File: src/rtl/slave_port_pkg.sv
// Shared state encodings and mode constants for the bit-serial slave port.
// Optional split-read support is enabled with `SLAVE_SPLIT_EN.
package slave_port_pkg;

  localparam logic [2:0] S_IDLE  = 3'd0;
  localparam logic [2:0] S_ADDR  = 3'd1;
  localparam logic [2:0] S_WDATA = 3'd2;
  localparam logic [2:0] S_WRITE = 3'd3;
  localparam logic [2:0] S_RREQ  = 3'd4;
  localparam logic [2:0] S_RWAIT = 3'd5;
  localparam logic [2:0] S_SPLIT = 3'd6;
  localparam logic [2:0] S_RDATA = 3'd7;

  localparam logic MODE_READ  = 1'b0;
  localparam logic MODE_WRITE = 1'b1;

  function automatic int max2(input int a, input int b);
    return (a > b) ? a : b;
  endfunction

endpackage

File: src/rtl/slave_port_if.sv
// Serial bus signals between master/decoder and one slave port.
// split_grant/ssplit are only active with `SLAVE_SPLIT_EN.
interface slave_port_if;

  logic mvalid;
  logic mwdata;
  logic mmode;
  logic split_grant;
  logic srdata;
  logic svalid;
  logic sready;
  logic ssplit;

  modport master (
    output mvalid, mwdata, mmode, split_grant,
    input  srdata, svalid, sready, ssplit
  );

  modport slave (
    input  mvalid, mwdata, mmode, split_grant,
    output srdata, svalid, sready, ssplit
  );

endinterface

File: src/rtl/slave_port_piso_shift.sv
// Parallel-load, LSB-first serial shift-out register for read data.
// Load takes priority over shift.
module slave_port_piso_shift #(
  parameter int W = 8
) (
  input  logic         clk,
  input  logic         rstn,
  input  logic         load,
  input  logic         shift,
  input  logic [W-1:0] pdata,
  output logic         sout
);

  logic [W-1:0] sh_q, sh_d;

  always_comb begin
    sh_d = sh_q;
    if (load)
      sh_d = pdata;
    else if (shift)
      sh_d = {1'b0, sh_q[W-1:1]};
  end

  always_ff @(posedge clk or negedge rstn) begin
    if (!rstn)
      sh_q <= '0;
    else
      sh_q <= sh_d;
  end

  assign sout = sh_q[0];

endmodule

File: src/rtl/slave_port.sv
// Bit-serial bus slave: deserialises address/write data, drives a local
// synchronous memory, serialises read data. Split reads via `SLAVE_SPLIT_EN.
module slave_port
  import slave_port_pkg::*;
#(
  parameter int ADDR_WIDTH    = 12,
  parameter int DATA_WIDTH    = 8,
  parameter int SPLIT_LATENCY = 4
) (
  input  logic                  clk,
  input  logic                  rstn,
  slave_port_if.slave           bus,
  output logic [ADDR_WIDTH-1:0] mem_addr,
  output logic [DATA_WIDTH-1:0] mem_wdata,
  output logic                  mem_wen,
  output logic                  mem_ren,
  input  logic [DATA_WIDTH-1:0] mem_rdata
);

  localparam int CNT_MAX =
    max2(max2(ADDR_WIDTH, DATA_WIDTH), SPLIT_LATENCY);
  localparam int CW = $clog2(CNT_MAX);
  localparam logic [CW-1:0] A_LAST = CW'(ADDR_WIDTH - 1);
  localparam logic [CW-1:0] D_LAST = CW'(DATA_WIDTH - 1);

  logic [2:0]            state_q, state_d;
  logic [CW-1:0]         cnt_q, cnt_d;
  logic                  mode_q, mode_d;
  logic [ADDR_WIDTH-1:0] addr_q, addr_d;
  logic [DATA_WIDTH-1:0] wdata_q, wdata_d;
  logic                  piso_bit;

  // Serial fields arrive LSB first; shifting in at the MSB lands them in place.
  always_comb begin
    state_d = state_q;
    cnt_d   = cnt_q;
    mode_d  = mode_q;
    addr_d  = addr_q;
    wdata_d = wdata_q;
    unique case (state_q)
      S_IDLE: begin
        if (bus.mvalid) begin
          addr_d  = {bus.mwdata, addr_q[ADDR_WIDTH-1:1]};
          mode_d  = bus.mmode;
          cnt_d   = CW'(1);
          state_d = S_ADDR;
        end
      end
      S_ADDR: begin
        if (!bus.mvalid) begin
          cnt_d   = '0;
          state_d = S_IDLE;
        end else begin
          addr_d = {bus.mwdata, addr_q[ADDR_WIDTH-1:1]};
          if (cnt_q == A_LAST) begin
            cnt_d   = '0;
            state_d = (mode_q == MODE_READ) ? S_RREQ : S_WDATA;
          end else begin
            cnt_d = cnt_q + CW'(1);
          end
        end
      end
      S_WDATA: begin
        if (!bus.mvalid) begin
          cnt_d   = '0;
          state_d = S_IDLE;
        end else begin
          wdata_d = {bus.mwdata, wdata_q[DATA_WIDTH-1:1]};
          if (cnt_q == D_LAST) begin
            cnt_d   = '0;
            state_d = S_WRITE;
          end else begin
            cnt_d = cnt_q + CW'(1);
          end
        end
      end
      S_WRITE: state_d = S_IDLE;
      S_RREQ:  state_d = S_RWAIT;
`ifdef SLAVE_SPLIT_EN
      S_RWAIT: state_d = S_SPLIT;
      S_SPLIT: begin
        if (cnt_q != CW'(SPLIT_LATENCY - 1)) begin
          cnt_d = cnt_q + CW'(1);
        end else if (bus.split_grant) begin
          cnt_d   = '0;
          state_d = S_RDATA;
        end
      end
      S_RDATA: begin
        if (cnt_q == D_LAST) begin
          cnt_d   = '0;
          state_d = S_IDLE;
        end else begin
          cnt_d = cnt_q + CW'(1);
        end
      end
`else
      S_RWAIT: state_d = S_RDATA;
      S_RDATA: begin
        if (!bus.mvalid || cnt_q == D_LAST) begin
          cnt_d   = '0;
          state_d = S_IDLE;
        end else begin
          cnt_d = cnt_q + CW'(1);
        end
      end
`endif
      default: begin
        cnt_d   = '0;
        state_d = S_IDLE;
      end
    endcase
  end

  always_ff @(posedge clk or negedge rstn) begin
    if (!rstn) begin
      state_q <= S_IDLE;
      cnt_q   <= '0;
      mode_q  <= MODE_READ;
      addr_q  <= '0;
      wdata_q <= '0;
    end else begin
      state_q <= state_d;
      cnt_q   <= cnt_d;
      mode_q  <= mode_d;
      addr_q  <= addr_d;
      wdata_q <= wdata_d;
    end
  end

  slave_port_piso_shift #(
    .W (DATA_WIDTH)
  ) u_piso (
    .clk   (clk),
    .rstn  (rstn),
    .load  (state_q == S_RWAIT),
    .shift (state_q == S_RDATA),
    .pdata (mem_rdata),
    .sout  (piso_bit)
  );

  assign bus.sready = (state_q == S_IDLE);
  assign bus.svalid = (state_q == S_RDATA);
  assign bus.srdata = (state_q == S_RDATA) & piso_bit;
  assign mem_wen    = (state_q == S_WRITE);
  assign mem_ren    = (state_q == S_RREQ);
  assign mem_addr   = addr_q;
  assign mem_wdata  = wdata_q;

`ifdef SLAVE_SPLIT_EN
  assign bus.ssplit = (state_q == S_SPLIT);
`else
  logic unused_split_grant;
  assign unused_split_grant = bus.split_grant;
  assign bus.ssplit = 1'b0;
`endif

endmodule

File: src/flat_wrapper.sv
// flat-port wrapper written by rule: the top's interface ports become plain ports
module slave_port_flat import slave_port_pkg::*;
#(
  parameter int ADDR_WIDTH    = 12,
  parameter int DATA_WIDTH    = 8,
  parameter int SPLIT_LATENCY = 4
)
  (clk, rstn, mem_addr, mem_wdata, mem_wen, mem_ren, mem_rdata, bus_mvalid, bus_mwdata, bus_mmode, bus_split_grant, bus_srdata, bus_svalid, bus_sready, bus_ssplit);
  slave_port_if bus_i ();
  input  logic clk;
  input  logic rstn;
  output logic [ADDR_WIDTH-1:0] mem_addr;
  output logic [DATA_WIDTH-1:0] mem_wdata;
  output logic mem_wen;
  output logic mem_ren;
  input  logic [DATA_WIDTH-1:0] mem_rdata;
  input wire logic [$bits(bus_i.mvalid)-1:0] bus_mvalid;
  input wire logic [$bits(bus_i.mwdata)-1:0] bus_mwdata;
  input wire logic [$bits(bus_i.mmode)-1:0] bus_mmode;
  input wire logic [$bits(bus_i.split_grant)-1:0] bus_split_grant;
  output wire logic [$bits(bus_i.srdata)-1:0] bus_srdata;
  output wire logic [$bits(bus_i.svalid)-1:0] bus_svalid;
  output wire logic [$bits(bus_i.sready)-1:0] bus_sready;
  output wire logic [$bits(bus_i.ssplit)-1:0] bus_ssplit;
  assign bus_i.mvalid = bus_mvalid;
  assign bus_i.mwdata = bus_mwdata;
  assign bus_i.mmode = bus_mmode;
  assign bus_i.split_grant = bus_split_grant;
  assign bus_srdata = bus_i.srdata;
  assign bus_svalid = bus_i.svalid;
  assign bus_sready = bus_i.sready;
  assign bus_ssplit = bus_i.ssplit;
  slave_port #(.ADDR_WIDTH(ADDR_WIDTH), .DATA_WIDTH(DATA_WIDTH), .SPLIT_LATENCY(SPLIT_LATENCY)) u_core (.clk(clk), .rstn(rstn), .bus(bus_i), .mem_addr(mem_addr), .mem_wdata(mem_wdata), .mem_wen(mem_wen), .mem_ren(mem_ren), .mem_rdata(mem_rdata));
endmodule
File: config.mk
export PLATFORM = sky130hd
export DESIGN_NAME = slave_port_flat
export DESIGN_NICKNAME = d
export VERILOG_FILES = /design/src/rtl/slave_port_pkg.sv /design/src/rtl/slave_port_if.sv /design/src/rtl/slave_port_piso_shift.sv /design/src/rtl/slave_port.sv /design/src/flat_wrapper.sv
export SDC_FILE = /design/constraint.sdc
export NUM_CORES = 1
export LEC_CHECK = 0
export ABC_AREA = 0
export CAP_MARGIN = 30
export CORE_ASPECT_RATIO = 2
export CORE_MARGIN = 1
export CORE_UTILIZATION = 28
export CTS_CLUSTER_SIZE = 30
export DETAILED_ROUTE_END_ITERATION = 6
export GPL_TIMING_DRIVEN = 0
export PLACE_DENSITY = 0.49
export SLEW_MARGIN = 20
export SYNTH_ARGS = -nofsm -noshare
export SYNTH_HDL_FRONTEND = slang
export SYNTH_SLANG_ARGS = --single-unit
File: constraint.sdc
create_clock -name clk -period 1.68 [get_ports clk]
set_input_delay 0.168 -clock clk [delete_from_list [all_inputs] [get_ports clk]]
set_output_delay 0.168 -clock clk [all_outputs]
set_load 0.03 [all_outputs]
== Word level (Yosys, flattened, before mapping) ==
Cells that the tools add are included.

* Mux-type cells: 17
* Div/mod/pow operators: 0
* Bitwise operators: 2
* Magnitude comparators: 0
* Equality and inequality tests: 12
* Add/subtract/negate cells: 1
* $mul: 0
* Reduce and logical (&&, ||, !) cells: 11
* Shift-type cells: 0

{| class="wikitable"
|+ Operator list
! kind !! number
|-
| 2-to-1 mux 4 bit || 6
|-
| 2-to-1 mux 3 bit || 7
|-
| case mux 4 bit (5 select lines) || 1
|-
| case mux 3 bit (6 select lines) || 1
|-
| 2-to-1 mux 8 bit || 2
|-
| == test 3 bit, second input constant || 3
|-
| AND reduction 2 bit || 4
|-
| == test 3 x 2 -> 1 bit, second input constant || 2
|-
| != test 3 x 2 -> 1 bit, second input constant || 2
|-
| adder 4 x 1 -> 4 bit, second input constant || 1
|-
| == test 4 x 3 -> 1 bit, second input constant || 1
|-
| == test 4 bit, second input constant || 1
|-
| AND reduction 4 bit || 1
|-
| == test 3 x 1 -> 1 bit, second input constant || 1
|-
| logical NOT 3 bit || 1
|-
| OR reduction 3 bit || 1
|-
| != test 2 x 1 -> 1 bit, second input constant || 1
|-
| != test 2 bit, second input constant || 1
|-
| nonzero test 2 bit || 1
|-
| OR reduction 2 bit || 1
|-
| AND 1 bit || 1
|-
| logical NOT 1 bit || 1
|-
| logical OR 1 bit || 1
|-
| inverter 1 bit || 1
|}

* Memories: 0
* Latch bits: 0
* Bits in writable memories: 0
* Input port bits: 14
* Memory bits (read-only): 0
* Register bits after elaboration: 36
* Output and inout port bits: 26

== Logic depth before layout (Yosys ltp) ==
* Word-level depth: 4
* Mapped depth: 5

== By module ==
A second synthesis with hierarchy kept.

* Cell total of the unflattened synthesis: 150
* Area, all modules: 1,710.4 um^2

{| class="wikitable"
|+ Modules (own cells, without submodules)
! module !! area an instance (um^2) !! cells an instance !! instances
|-
| slave_port || 1,341.3 || 116 || 1
|-
| slave_port_piso_shift || 369.1 || 34 || 1
|}

== Worst setup path after synthesis ==
OpenSTA, ideal clock, no wires.

* Path type: register -> output
* Start point: reg u_core.state_q[0]
* End point: out bus_srdata
* Data required time: 1,512 ps
* Path slack: -81 ps
* Stages on the path, launching flop included: 5
* Arrival: 1,593 ps
* Cells stage by stage: dfrtp_1 > buf_2 > nand2_1 > nor2_1 > and2_1

* Word-level cells in the longest chain between the ends: 2

{| class="wikitable"
|+ RTL lines
! what !! RTL line !! text
|-
| from (decl) || slave_port.sv:26 || <nowiki>logic [2:0] state_q, state_d;</nowiki>
|-
| from (signal assigned) || slave_port.sv:123 || <nowiki>state_q <= state_d;</nowiki>
|-
| == test 3 bit || n/a ||
|-
| via bus_svalid || flat_wrapper.sv:22 || <nowiki>output wire logic [$bits(bus_i.svalid)-1:0] bus_svalid;</nowiki>
|-
| AND 1 bit || slave_port.sv:144 || <nowiki>assign bus.srdata = (state_q == S_RDATA) & piso_bit;</nowiki>
|-
| to (decl) || flat_wrapper.sv:21 || <nowiki>output wire logic [$bits(bus_i.srdata)-1:0] bus_srdata;</nowiki>
|}

The timed path passes the listed nets, and every way through them passes these cells.

== Worst setup path in the final report ==
* Start point: reg u_core.cnt_q[1]
* End point: reg u_core.cnt_q[3]

* Word-level cells in the longest chain between the ends: 4
* Elaborated cells between the ends (all ways): 10
* Classes of those cells: 1 x add/sub; 2 x eq/ne; 6 x mux; 1 x reduce/logical

{| class="wikitable"
|+ RTL lines
! what !! RTL line !! text
|-
| from (decl) || slave_port.sv:27 || <nowiki>logic [CW-1:0] cnt_q, cnt_d;</nowiki>
|-
| from (signal assigned) || slave_port.sv:124 || <nowiki>cnt_q <= cnt_d;</nowiki>
|-
| adder 4 x 1 -> 4 bit, or another cell as far along || slave_port.sv:59, slave_port.sv:73, slave_port.sv:104 ||
|-
| 2-to-1 mux 4 bit, or another cell as far along || slave_port.sv:69 || <nowiki>if (cnt_q == D_LAST) begin</nowiki>
|-
| 2-to-1 mux 4 bit (on tied branches) || slave_port.sv:64, slave_port.sv:50, slave_port.sv:100 ||
|-
| case mux 4 bit (5 select lines) * || slave_port.sv:40 || <nowiki>unique case (state_q)</nowiki>
|}

Every way passes the cells marked *; elsewhere a longest branch is shown, timed or not.
A chain may end at the register's enable or synchronous reset.

==> results.md <==
* Status: finished, violations left
* Failing checks: DRC
* Clock Power Share at 0.251
* Worst slew pin tran at 0.568 ns
* Commonest non-fill, non-tap cell in the layout: dfrtp_1
* Most frequent cells in the layout: dfrtp_1 (36), clkdlybuf4s50_1 (30), nand2_1 (14)
* Largest net degree at the start of global routing at 24
* Clock latency on the worst-skew pair at 0.28 ns
* Slew Limit Fails at 0
* Pleak at 1.08 nW
* Area growth syn-to-layout at 40.3%
* Final period utilization at 0.973
* Worst Skew at 0.00356 ns
* Ys flop type: dfrtp_1
* Netlist cell types at 42
* Slew Limit Headroom at 0.620
* Die span in y at 113 µm
* Global route overflow at 0
* Fmax at 0.612 GHz
* Top fanout value on the critical path at 5
* Net Sw Frac at 0.353
* Layout cells sized above 1 at 0.302
* Sequential share of power at 0.321
* H-tree Lvls at 2
* Fin crit period at 1.63 ns
* Vias in the first global route at 1412
* Gr usage total at 0.137
* Worst EP required at 1.90 ns
* N_diodes at 0
* DIE WIDTH at 57.7 µm
* Initial antenna violation count at 0
* Number of instances in the placed design at 243
* Syn_area_per_cell at 12.1 µm²
* Worst EP arrival at 1.85 ns
* First-pass GRT wire length at 6670 µm
* Reg clk slew, reported paths at 0.06 ns
* Post-synthesis sequential area ratio at 0.519
* Area occupied by multi-input gates at 807 µm²
* Final design utilization at 0.406
* Post-Route Setup TNS at 0 ns
* Register area at 901 µm²
* Syn Nets at 158
* Filler Cell Count at 599
* Post-synth top area cell: dfrtp_1
* Core footprint at 6010 µm²
* Max cap viols at 0
* Iter 0 DRT Violations at 19
* DR vias/cell at 5.07
* RSZ-0062 raised after global routing: false
* 1st-pass router iterations at 6
* Part of the power in combinational logic at 0.428
* CTS tree: done
* Kind of critical path: register to register
* Via count at 1292
* CTS Buf Count at 5
* Clk buf depth at 2
* WL/cell at 15.4 µm
* Die area at 6540 µm²
* Pwr per Cell Area at 1710 nW/µm²
* P_int at 2.70 mW
* I/O Buffers at 36
* R2R cell count at 5
* ANT nets after route at 0
* EDFF count, synth at 0
* Synth area leaders: dfrtp_1 (52%), mux2_2 (8.4%), mux2_4 (6.9%)
* Root Driver: clkbuf_16
* Hpwl dp at 2910 µm
* Post-route DRC violation count at 1
* Setup crit end kind: register
* Synth async-reset ratio at 1.00
* Ys Warns at 0
* Synth top area share at 0.519
* Num Clock Sinks at 36
* Starting density of the core at 0.289
* Row count at 40
* Final setup viols at 0
* Final-report hold violation count at 0
* # nets final at 206
* Synth Cell Area at 1740 µm²
* Hold crit path type: input port to register
* Number of top-level pins at 40
* Startpoint types: register
* FF+latch count, synth at 36
* WHS Path Cells at 3
* Net Switching at 1.47 mW
* DRT Wirelength at 3940 µm
* Non-filler cells, final at 255
* Post-Syn Instances at 143
* Placer congestion estimate at 0.824
* Peak VDD IR at 0.000908 V
==> power by group through the flow <==
stage	Clock (mW)	Sequential (mW)	Combinational, mW
after floorplan	0	1.70	0.694
after global placement	0	1.34	1.65
after detailed placement	0	1.36	1.68
after CTS	1.07	1.33	1.77
after global routing	1.11	1.38	1.89
final	1.05	1.34	1.78
==> flip-flops by register name (all words and copies together), names as in the netlist <==
register,count
u_core.mem_addr,12
u_core.mem_wdata,8
u_core.u_piso.sh_q,8
u_core.cnt_q,4
u_core.state_q,3
u_core.mode_q,1
==> path summary, 6_finish.rpt <==
kind,to,slack [ns],startpoint
max reg2reg,u_core.cnt_q[3],0.05,u_core.cnt_q[1]
min reg2reg,u_core.u_piso.sh_q[6],0.48,u_core.u_piso.sh_q[6]
min in group asynchronous,u_core.mem_wdata[7],0.33,rstn
max in group asynchronous,u_core.state_q[0],0.91,rstn
min,u_core.state_q[0],0.27,bus_mvalid
max,u_core.cnt_q[3],0.05,u_core.cnt_q[1]
==> per-layer routing <==
metal  wire, µm  global-route usage  vias up
met5          0                   0        -
met4        153              0.0952        0
met3        148              0.0385       12
met2       2250               0.243       31
met1       1390               0.131      647
li1           -                   -      602
==> worst max-delay path, stage by stage, from the launching register on <==
cell,delay [ns]
dfrtp_1,0.41
ha_4,0.19
and3b_2,0.22
or3b_4,0.39
a21boi_4,0.19
a31o_1,0.17
==> per-stage QoR <==
stage          setup WS (ns)  cell area [µm²]  hold WS [ns]  total power [mW]
2_1_floorplan         0.0555             1740        -0.128              2.39
3_3_place_gp          -0.324             2180         0.460              2.99
3_5_place_dp          -0.389             2200        0.0960              3.04
4_1_cts              0.00650             2420         0.264              4.17
5_1_grt              0.00429             2440         0.285              4.39
6_report              0.0453             2440         0.267              4.17
==> Yosys cell counts, types with 3 or more instances <==
master / n
dfrtp_1: 36
buf_2: 4
o21ai_0: 8
mux2_2: 13
mux2_4: 8
nor3_1: 4
nor2_1: 3
mux2i_1: 7
inv_1: 3
o22ai_1: 3
nand2_1: 15
==> cells by family after synthesis <==
kind of cell | synth area share
DFF | 0.519
buffers and inverters | 0.0375
and+or+nand+nor | 0.123
adders and majority gates | 0.00720
muxes | 0.200
AOI/OAI and AO/OA | 0.106
xor gates and xnor gates | 0.00504
other | 0.00216
==> layout make-up <==
type	count	share of cell area
flip-flops and latches	36	0.370
multi-input cells	95	0.331
repair buffers	41	0.164
clock buffers	5	0.0513
well taps	63	0.0323
plain buffers	8	0.0282
clock inverters	3	0.0175
inverters	4	0.00616
==> repair_timing <==
item,in CTS,in global routing
endpoints found under the setup margin,9,16
resized for setup,32,7
buffers inserted,2,1
hold buffers,1,0
endpoints found under the hold margin,13,0
pin swaps,1,1
Note: power is estimated with default switching activity, not from simulation.
